File: src/rtl/serial_add_pkg.sv
// serial_add_pkg: shared state encoding and default width for the bit-serial adder.
package serial_add_pkg;

   typedef enum logic [1:0] {
      ST_IDLE = 2'd0,
      ST_RUN  = 2'd1,
      ST_DONE = 2'd2
   } state_t;

   localparam int SERIAL_ADD_W = 8;

endpackage

File: src/rtl/serial_fa_cell.sv
// serial_fa_cell: combinational 1-bit full adder from two half-adder stages and a carry OR.
module serial_fa_cell (
   input  logic a_i,
   input  logic b_i,
   input  logic c_i,
   output logic s_o,
   output logic c_o
);

   logic p, g, pc;

   assign p   = a_i ^ b_i;
   assign g   = a_i & b_i;
   assign s_o = p ^ c_i;
   assign pc  = p & c_i;
   assign c_o = g | pc;

endmodule

File: src/rtl/serial_add_ctrl.sv
// serial_add_ctrl: bit-serial adder controller, one operand bit per cycle through one full-adder cell.
// Defining SERIAL_ADD_SUB_EN adds the SUB port (A-B via inverted B and carry-in forced to 1).
module serial_add_ctrl
   import serial_add_pkg::*;
#(
   parameter int WIDTH = SERIAL_ADD_W
) (
   input  logic             CLK,
   input  logic             RST,
   input  logic             START,
   input  logic [WIDTH-1:0] A,
   input  logic [WIDTH-1:0] B,
   input  logic             CIN,
`ifdef SERIAL_ADD_SUB_EN
   input  logic             SUB,
`endif
   output logic             BUSY,
   output logic             DONE,
   output logic [WIDTH-1:0] SUM,
   output logic             COUT
);

   localparam int CNT_W = $clog2(WIDTH + 1);

   state_t             state_q, state_d;
   logic [WIDTH-1:0]   sa_q, sa_d, sb_q, sb_d;
   logic               c_q, c_d;
   logic [CNT_W-1:0]   cnt_q, cnt_d;
   logic [WIDTH-2:0]   r_q, r_d;
   logic [WIDTH-1:0]   sum_q, sum_d;
   logic               cout_q, cout_d;
   logic [WIDTH-1:0]   b_in, sh;
   logic               c_in, s, co, last;

`ifdef SERIAL_ADD_SUB_EN
   assign b_in = SUB ? ~B : B;
   assign c_in = SUB ? 1'b1 : CIN;
`else
   assign b_in = B;
   assign c_in = CIN;
`endif

   serial_fa_cell u_fa (
      .a_i (sa_q[0]),
      .b_i (sb_q[0]),
      .c_i (c_q),
      .s_o (s),
      .c_o (co)
   );

   // r_q only needs WIDTH-1 bits: the final sum bit goes straight into SUM
   assign sh   = {s, r_q};
   assign last = cnt_q == CNT_W'(WIDTH - 1);

   always_comb begin
      state_d = state_q;
      sa_d    = sa_q;
      sb_d    = sb_q;
      c_d     = c_q;
      cnt_d   = cnt_q;
      r_d     = r_q;
      sum_d   = sum_q;
      cout_d  = cout_q;
      case (state_q)
         ST_IDLE: begin
            if (START) begin
               sa_d    = A;
               sb_d    = b_in;
               c_d     = c_in;
               cnt_d   = '0;
               state_d = ST_RUN;
            end
         end
         ST_RUN: begin
            sa_d  = sa_q >> 1;
            sb_d  = sb_q >> 1;
            c_d   = co;
            r_d   = sh[WIDTH-1:1];
            cnt_d = cnt_q + CNT_W'(1);
            if (last) begin
               sum_d   = sh;
               cout_d  = co;
               state_d = ST_DONE;
            end
         end
         ST_DONE: state_d = ST_IDLE;
         default: state_d = ST_IDLE;
      endcase
   end

   always_ff @(posedge CLK) begin
      if (RST) begin
         state_q <= ST_IDLE;
         sa_q    <= '0;
         sb_q    <= '0;
         c_q     <= 1'b0;
         cnt_q   <= '0;
         r_q     <= '0;
         sum_q   <= '0;
         cout_q  <= 1'b0;
      end else begin
         state_q <= state_d;
         sa_q    <= sa_d;
         sb_q    <= sb_d;
         c_q     <= c_d;
         cnt_q   <= cnt_d;
         r_q     <= r_d;
         sum_q   <= sum_d;
         cout_q  <= cout_d;
      end
   end

   assign BUSY = (state_q == ST_RUN) || (state_q == ST_DONE);
   assign DONE = state_q == ST_DONE;
   assign SUM  = sum_q;
   assign COUT = cout_q;

endmodule
File: config.mk
export PLATFORM = sky130hd
export DESIGN_NAME = serial_add_ctrl
export DESIGN_NICKNAME = d
export VERILOG_FILES = /design/src/rtl/serial_add_pkg.sv /design/src/rtl/serial_fa_cell.sv /design/src/rtl/serial_add_ctrl.sv
export SDC_FILE = /design/constraint.sdc
export NUM_CORES = 1
export LEC_CHECK = 0
export CAP_MARGIN = 20
export CORE_MARGIN = 2
export CORE_UTILIZATION = 30
export CTS_CLUSTER_SIZE = 30
export DETAILED_ROUTE_END_ITERATION = 7
export HOLD_SLACK_MARGIN = 0.05
export PLACE_DENSITY = 0.55
export SYNTH_ARGS = -nofsm -noshare
export SYNTH_HDL_FRONTEND = slang
export SYNTH_SLANG_ARGS = --single-unit
File: constraint.sdc
create_clock -name CLK -period 2.7 [get_ports CLK]
set_input_delay 0.675 -clock CLK [delete_from_list [all_inputs] [get_ports CLK]]
set_output_delay 0.675 -clock CLK [all_outputs]
set_load 0.03 [all_outputs]
==> results of run 1 <==
==> how the worst max path moves through the flow <==
stage	startpoint	slack [ps]	cells past startpoint	endpoint
2_1_floorplan	START	1200	3	cnt_q[3]
3_3_place_gp	START	560	4	cnt_q[2]
3_5_place_dp	START	550	4	sb_q[5]
4_1_cts	state_q[1]	360	3	BUSY
5_1_grt	state_q[1]	320	3	BUSY
6_report	state_q[1]	390	3	BUSY
==> cell usage in the layout (no fill, tap or decap), drive strengths merged, types with 3 or more instances in the layout <==
| cell type | count |
|---|---|
| clkbuf | 8 |
| inv | 3 |
| nand2 | 23 |
| mux2i | 23 |
| a21oi | 13 |
| buf | 4 |
| nor2 | 23 |
| dfxtp | 39 |
| clkdlybuf4s50 | 30 |
| nand3 | 4 |
| a211oi | 17 |
| ha | 4 |
==> state kept, by name (all words and copies together), names as in the netlist <==
name and flops:
state_q 2, SUM 8, COUT 1, sb_q 8, r_q 7, cnt_q 4
c_q 1, sa_q 8
==> kinds of logic after synthesis <==
group | synth area share [%]
AO/OA/AOI/OAI | 13.93
adder cells (fa/ha/maj) | 4.262
buffers and inverters | 3.881
flip-flops | 47.49
multiplexers | 14.69
AND/OR/NAND/NOR | 15.75
==> critical path: stages (launching register included) <==
cell and delay [ps]:
dfxtp_1 360, inv_1 70, ha_1 270, clkdlybuf4s50_1 660
==> routing by layer <==
| metal | up-vias | track usage (%) | routed length [um] |
|---|---|---|---|
| met2 | 18 | 18.62 | 1391 |
| met1 | 567 | 14.85 | 1648 |
| met3 | 4 | 3.448 | 96 |
| met5 | - | 0 | 0 |
| met4 | 0 | 4.211 | 43 |
| li1 | 680 | - | - |
==> report_power, final <==
part | switching, mW | internal, mW
clock network | 0.193 | 0.233
registers | 0.0187 | 0.609
logic | 0.0953 | 0.0919
total | 0.307 | 0.934
==> layout make-up <==
type / instances / share of cell area (%)
repair buffers: 34 / 15.66
clock buffers: 8 / 4.745
well taps: 70 / 4.152
inverters: 3 / 0.5338
multi-input cells: 122 / 37.90
flip-flops and latches: 39 / 37.01
==> cell usage after synthesis, types with 2 or more instances <==
cell / n / share of area [%]
nand2_1: 23 / 5.3
nor2_1: 23 / 5.3
inv_1: 3 / 0.68
nand3b_1: 2 / 0.91
nand4b_1: 2 / 1.1
ha_1: 4 / 3.0
a21oi_1: 13 / 4.0
buf_4: 2 / 0.91
mux2i_1: 23 / 14
nand3_1: 4 / 1.2
clkbuf_1: 5 / 1.1
a211oi_1: 17 / 7.8
dfxtp_1: 39 / 47
buf_2: 3 / 0.91
a31oi_1: 2 / 0.76
==> summary.txt, run 1 <==
Synthesis
  – #FFs+latches synth: 39
  – Average size of a mapped cell: ~9.4 sq um
  – Post-synth EDFFs: 0
  – Ys async rst share: 0%
  – Top FF cell, synth: dfxtp_1
  – Post-Syn Instances: 175
  – Post-synth cell types: 25
  – Syn. warnings: 0
  – Part of the Yosys area used for sequential elements: 47.49%
  – Net Count, Synth: 200
  – Syn Std Cell Area: 0.001644 sq mm

Floorplanning
  – Rows: 26
  – Die ar.: 0.006089 sq mm
  – Die Height: 78.03 um
  – Starting Density: about a third
  – DIE WIDTH: around 78 um
  – I/O pins: 31
  – Core Box Area: 0.005205 sq mm

Final layout
  – Layout area overhead: 28.31%
  – Register area: 780.7 sq um
  – Nets: between 200 and 250
  – Layout cells sized above 1: 6.311%
  – Multi-input gate area: about 800 sq um
  – Final non-filler cell total: 276
  – ANT cells: 0
  – Fillers: 562
  – Post-layout util: 40.53%
  – Final instance area: 0.002110 sq mm

Pwr
  – Leak: 0.7512 nW
  – Max IR drop VDD: 0.0002805 V
  – Power Density: roughly 590 mW/mm^2
  – Total Power: roughly 1.2 mW

Setup path
  – WP data arrival: 1640 ps
  – Worst setup SP type: flip-flop
  – Worst Path Max Fanout: 3
  – Category of the most critical setup path: flip-flop to output port
  – Flop-to-flop setup slack: around 1000 ps
  – FF-to-FF Start: state_q[1]
  – Critical Path RT: about 2000 ps
  – Reg2reg end: sa_q[6]
  – Reg2Reg Depth: 5
  – Worst Setup End Kind: output port

CTS
  – Buffer count from post-CTS setup fixing: 0
  – Clock Tree Buf Depth: 2
  – Root Driver: clkbuf_8
  – CTS tree: built
  – Total CTS buffers: 5
  – Post-CTS Resized: 0
  – Clock Sink Count: 39
  – Worst-path clk slew: 70 ps
  – H-tree depth: 2
  – Later-pin clock latency in the skew report: 290 ps
  – Hold buffer count at cts: 0

GRT
  – Vias in the first global route: roughly 1200
  – Initial antenna violation count: 0
  – Global-route wire length before repair: 5.630 mm
  – Grt total ovfl: 0
  – GRT Total Usage: 11.62%
  – Largest net degree at the start of global routing: 40

Timing
  – Final min period: 2311 ps
  – Final Setup Violations: 0
  – Worst slew pin tran: 566.2 ps
  – Skew final: around 6.6 ps
  – F_max: 432.7 MHz
  – Final Max Tran Viols: 0
  – TNS Setup: 0 ps
  – Hold WS: 451.9 ps
  – Worst setup margin: 389.2 ps
  – RSZ-0062 raised after global routing: false
  – Slew margin rel.: 62.25%
  – Period Utilization, post-route: 85.59%
  – Fin. Hold Viols: 0

Drt
  – Drt wl/cell: 11.52 um
  – Vias post-DR: 1269
  – Pre-antenna DRT Iters: 4
  – Via-to-Cell Ratio: 4.598
  – DRT iter0 DRCs: 73
  – Antenna viol nets, final: 0
  – Number of remaining DRC errors: 0
  – Final WL: around 3.2 mm

Placement
  – Port Buffer Count: 30
  – Worst slack after detailed placement: 551.1 ps
  – Post-placement cell area: roughly 0.0020 sq mm
  – Routability cong.: 0.6818
  – Dpl cells: 268
  – Detailed placement HPWL: 2.135 mm

Hold path
  – Worst min-delay path class: flip-flop to flip-flop
  – WHS Endpoint: SUM[0]
  – Hold_sp: r_q[0]
  – Hold Path Stages: 2

Job
  – Max cap viols: 0

Outcome
  – Outcome: complete, no violations
Power figures use the tool's default switching activity.
==> run 2: changes to the inputs <==
--- a/config.mk
+++ b/config.mk
@@ -8,10 +8,12 @@
 export CAP_MARGIN = 20
 export CORE_MARGIN = 2
 export CORE_UTILIZATION = 30
+export CTS_BUF_LIST = sky130_fd_sc_hd__clkbuf_8
 export CTS_CLUSTER_SIZE = 30
 export DETAILED_ROUTE_END_ITERATION = 7
 export HOLD_SLACK_MARGIN = 0.05
 export PLACE_DENSITY = 0.55
+export SKIP_CTS_REPAIR_TIMING = 1
 export SYNTH_ARGS = -nofsm -noshare
 export SYNTH_HDL_FRONTEND = slang
 export SYNTH_SLANG_ARGS = --single-unit
==> run 2 against run 1 <==
Via count did not move. Power fell by 0.28%. Sequential power barely moved. Sequential share of layout area did not move. Setup slack did not move. Register-to-register slack barely moved. Critical path depth did not move.
==> summary.txt, run 2 (synthesis gave the netlist of run 1 again) <==
Final layout
  – Most frequent cells in the layout: dfxtp_1 (39), clkdlybuf4s50_1 (30), nand2_1 (23), mux2i_1 (23), nor2_1 (23)
  – Layout area overhead: 28.31%
  – Final instance area: between 0.002 and 0.0025 sq mm
  – Nets: 230
  – Post-layout util: 40.53%
  – ANT cells: 0
  – Layout cells sized above 1: 6.311%
  – Most common cell after layout, fill and taps aside: dfxtp_1

Timing
  – Final Setup Violations: 0
  – Worst slew pin tran: 566.2 ps
  – Skew final: between 6 and 7 ps
  – F_max: 432.7 MHz
  – Period Utilization, post-route: 85.59%
  – Slew margin rel.: 62.25%
  – Final min period: 2311 ps
  – Final Max Tran Viols: 0
  – TNS Setup: 0 ps
  – RSZ-0062 raised after global routing: false
  – Fin. Hold Viols: 0

CTS
  – Total CTS buffers: 5
  – Worst-path clk slew: 70 ps
  – Clock Sink Count: 39
  – Root Driver: clkbuf_8
  – H-tree depth: 2
  – Clock Tree Buf Depth: 2
  – Later-pin clock latency in the skew report: 290 ps
  – CTS tree: built

Floorplanning
  – Core Box Area: 0.005205 sq mm
  – Rows: 26
  – DIE WIDTH: 78.03 um
  – I/O pins: 31
  – Die ar.: ~0.0061 sq mm
  – Die Height: 78.03 um
  – Starting Density: 31.59%

Drt
  – Via-to-Cell Ratio: around 4.6
  – Drt wl/cell: 11.52 um
  – Antenna viol nets, final: 0
  – Pre-antenna DRT Iters: 4
  – Final WL: 3.180 mm
  – Number of remaining DRC errors: 0
  – Vias post-DR: 1269
  – DRT iter0 DRCs: 73

GRT
  – M2 GR Usage: 18.62%
  – Grt met3 use: 3.448%
  – Initial antenna violation count: 0
  – GRT met1 Usage: 14.85%
  – Largest net degree at the start of global routing: 40
  – Gr busiest metal: met2
  – Grt total ovfl: 0
  – Global-route wire length before repair: 5.630 mm
  – Vias in the first global route: 1238
  – GRT Total Usage: 11.62%

Pwr
  – Max IR drop VDD: 0.0002805 V
  – Leak: 0.7553 nW
  – Power Density: approximately 590 mW/mm^2
  – Total Power: ~1.2 mW

Setup path
  – Reg2reg end: sa_q[6]
  – Reg2Reg Depth: 5
  – Worst Path Max Fanout: 3
  – Worst setup SP type: flip-flop
  – Category of the most critical setup path: flip-flop to output port
  – Flop-to-flop setup slack: approximately 980 ps
  – Worst Setup End Kind: output port
  – Crit path to: BUSY
  – WP data arrival: 1640 ps
  – FF-to-FF Start: state_q[1]
  – CP startpoint: state_q[1]
  – Critical Path RT: about 2000 ps

Outcome
  – Outcome: complete, no violations

Hold path
  – Hold Path Stages: 2
  – Worst min-delay path class: flip-flop to flip-flop
  – Hold_sp: r_q[0]

Placement
  – Port Buffer Count: 30
  – Routability cong.: 0.6818
  – Detailed placement HPWL: 2.135 mm
  – Post-placement cell area: around 0.002 sq mm

Job
  – Max cap viols: 0
## run 2: critical path, stage by stage (launching register included)
cell and delay (ps):
dfxtp_1 360, inv_1 70, ha_1 270, clkdlybuf4s50_1 660
## run 2: final cells by class
cell class | instances | area (sq um)
Inverter | 3 | 11.26
Clock buffer | 7 | 96.34
Clock inverter | 1 | 3.754
Multi-Input combinational cell | 122 | 799.5
Sequential cell | 39 | 780.7
Tap cell | 70 | 87.58
Fill cell | 562 | 3095
Timing Repair Buffer | 34 | 330.3
## run 2: metrics by stage
stage / hold WS, ps / cells / worst slack (ps)
global placement: 445.9 / 268 / 564.5
finish: 451.9 / 276 / 389.2
floorplan: 431.3 / 175 / 1200
CTS: 457.9 / 276 / 363.5
global route: 475.9 / 276 / 319.0
detailed placement: 446.4 / 268 / 551.1
## run 2: how the worst min path moves through the flow
stage                   end  slack [ps]
global placement     SUM[0]         450
global route        sb_q[7]         480
finish               SUM[0]         450
CTS                  SUM[2]         460
floorplan            SUM[0]         430
detailed placement  sb_q[7]         450
## run 2: per-layer routing
metal | routed length (um) | share of wire (%) | vias to the layer above
met5 | 0 | 0 | -
met4 | 43 | 1.4 | 0
met3 | 96 | 3.0 | 4
met2 | 1391 | 44 | 18
met1 | 1648 | 52 | 567
li1 | - | - | 680
## run 2: where the power goes
group / switching [mW] / internal (mW)
Combinational: 0.0953 / 0.0919
Clock: 0.193 / 0.229
Sequential: 0.0187 / 0.609
==> run 3: changes to the inputs <==
--- a/config.mk
+++ b/config.mk
@@ -7,12 +7,12 @@
 export LEC_CHECK = 0
 export CAP_MARGIN = 20
 export CORE_MARGIN = 2
-export CORE_UTILIZATION = 30
+export CORE_UTILIZATION = 55
 export CTS_BUF_LIST = sky130_fd_sc_hd__clkbuf_8
 export CTS_CLUSTER_SIZE = 30
 export DETAILED_ROUTE_END_ITERATION = 7
 export HOLD_SLACK_MARGIN = 0.05
-export PLACE_DENSITY = 0.55
+export PLACE_DENSITY = 0.85
 export SKIP_CTS_REPAIR_TIMING = 1
 export SYNTH_ARGS = -nofsm -noshare
 export SYNTH_HDL_FRONTEND = slang
==> run 3 against run 2 <==
Die area shrank 43%. Register-to-register slack got worse by 420 ps. Wire length grew 5.2%. Critical path depth stayed put. Clock skew is 1.3 ps higher. Design area fell by 0.77%. Sequential power about the same. Critical path type unchanged. Largest cell class unchanged.
==> summary.txt, run 3 (synthesis gave the netlist of run 1 again) <==
Timing
  – RSZ-0062 raised after global routing: false
  – TNS Setup: 0 ps
  – Final min period: about 2300 ps
  – Skew final: 8.191 ps
  – Fin. Hold Viols: 0
  – Final Max Tran Viols: 0
  – Period Utilization, post-route: 85.86%
  – Final Setup Violations: 0
  – Slew margin rel.: just over 60%
  – Worst setup margin: 381.7 ps
  – Hold WS: 458.7 ps
  – Worst slew pin tran: approximately 570 ps
  – F_max: 431.4 MHz

Floorplanning
  – Rows: 19
  – I/O pins: 31
  – Core Box Area: 0.002805 sq mm
  – DIE WIDTH: between 50 and 60 um
  – Die Height: 58.68 um
  – Die ar.: 0.003443 sq mm
  – Starting Density: 58.61%

Pwr
  – Max IR drop VDD: approximately 0.00042 V
  – Leak: ~0.77 nW
  – Total Power: around 1.4 mW
  – Power Density: 659.6 mW/mm^2

CTS
  – H-tree depth: 2
  – Total CTS buffers: 5
  – Clock Sink Count: 39
  – Clock Tree Buf Depth: 2
  – Later-pin clock latency in the skew report: about 290 ps
  – Root Driver: clkbuf_8
  – Worst-path clk slew: about 80 ps
  – CTS tree: built

Setup path
  – Worst Path Max Fanout: 3
  – WP data arrival: 1640 ps
  – Category of the most critical setup path: flip-flop to output port
  – Worst setup SP type: flip-flop
  – Worst Setup End Kind: output port
  – Critical Path RT: 2030 ps

Placement
  – Port Buffer Count: 30
  – Dpl cells: 229
  – Worst slack after detailed placement: 488.7 ps
  – Routability cong.: 0.7558
  – Detailed placement HPWL: around 2.4 mm

Final layout
  – Fillers: 217
  – Layout area overhead: 27.32%
  – Final non-filler cell total: around 240
  – Layout cells sized above 1: 6.311%
  – ANT cells: 0
  – Register area: 780.7 sq um
  – Most common cell after layout, fill and taps aside: dfxtp_1
  – Multi-input gate area: 799.5 sq um
  – Nets: 230
  – Most frequent cells in the layout: dfxtp_1 (39), clkdlybuf4s50_1 (30), nand2_1 (23), mux2i_1 (23), nor2_1 (23)

Drt
  – DRT iter0 DRCs: 52
  – Via-to-Cell Ratio: 5.608
  – Number of remaining DRC errors: 0
  – Pre-antenna DRT Iters: 4
  – Vias post-DR: 1329
  – Final WL: between 3 and 4 mm
  – Antenna viol nets, final: 0
  – Drt wl/cell: 14.11 um

GRT
  – Global-route wire length before repair: 5.823 mm
  – Grt total ovfl: 0
  – Vias in the first global route: 1296
  – Initial antenna violation count: 0
  – Largest net degree at the start of global routing: 34
  – GRT Total Usage: between 20 and 25%

Hold path
  – Worst min-delay path class: flip-flop to flip-flop

Job
  – Max cap viols: 0

Outcome
  – Outcome: complete, no violations
-- run 3: final cells by class --
type / instances / area share, %
multi-input cells: 122 / 38.19
flip-flops and latches: 39 / 37.30
repair buffers: 34 / 15.78
clock buffers: 5 / 3.288
clock inverters: 3 / 3.048
well taps: 31 / 1.853
inverters: 3 / 0.5380
-- run 3: path summary, 6_finish.rpt --
check	from	to	slack (ps)	cells after the start
setup reg to reg	state_q[1]	SUM[7]	560	6
hold / removal	SUM[6]	SUM[6]	460	2
hold reg to reg	SUM[6]	SUM[6]	460	2
setup / recovery	state_q[1]	BUSY	380	3
-- run 3: routing by layer --
layer  track usage, %  up-vias  wire length, um
li1                 -      679                -
met1            26.56      620             1499
met2            38.84       23             1671
met3            4.835        7              109
met4            8.766        0               63
met5                0        -                0
-- run 3: worst max-delay path, cell delays in order, from the launching register on --
cell             delay (ps)
dfxtp_1                 350
inv_1                    70
ha_1                    270
clkdlybuf4s50_1         660
-- run 3: through the flow --
stage,util [%],area [sq um]
2_1_floorplan,-,1644
3_3_place_gp,69.89,1961
3_5_place_dp,69.89,1961
4_1_cts,74.62,2093
5_1_grt,74.62,2093
6_report,74.62,2093
-- run 3: where the power goes --
group / internal, mW / total, mW / switching, mW / leakage, nW
combinational: 0.0911 / 0.188 / 0.0965 / 0.381
clock: 0.366 / 0.563 / 0.198 / 0.0695
sequential: 0.609 / 0.630 / 0.0209 / 0.319
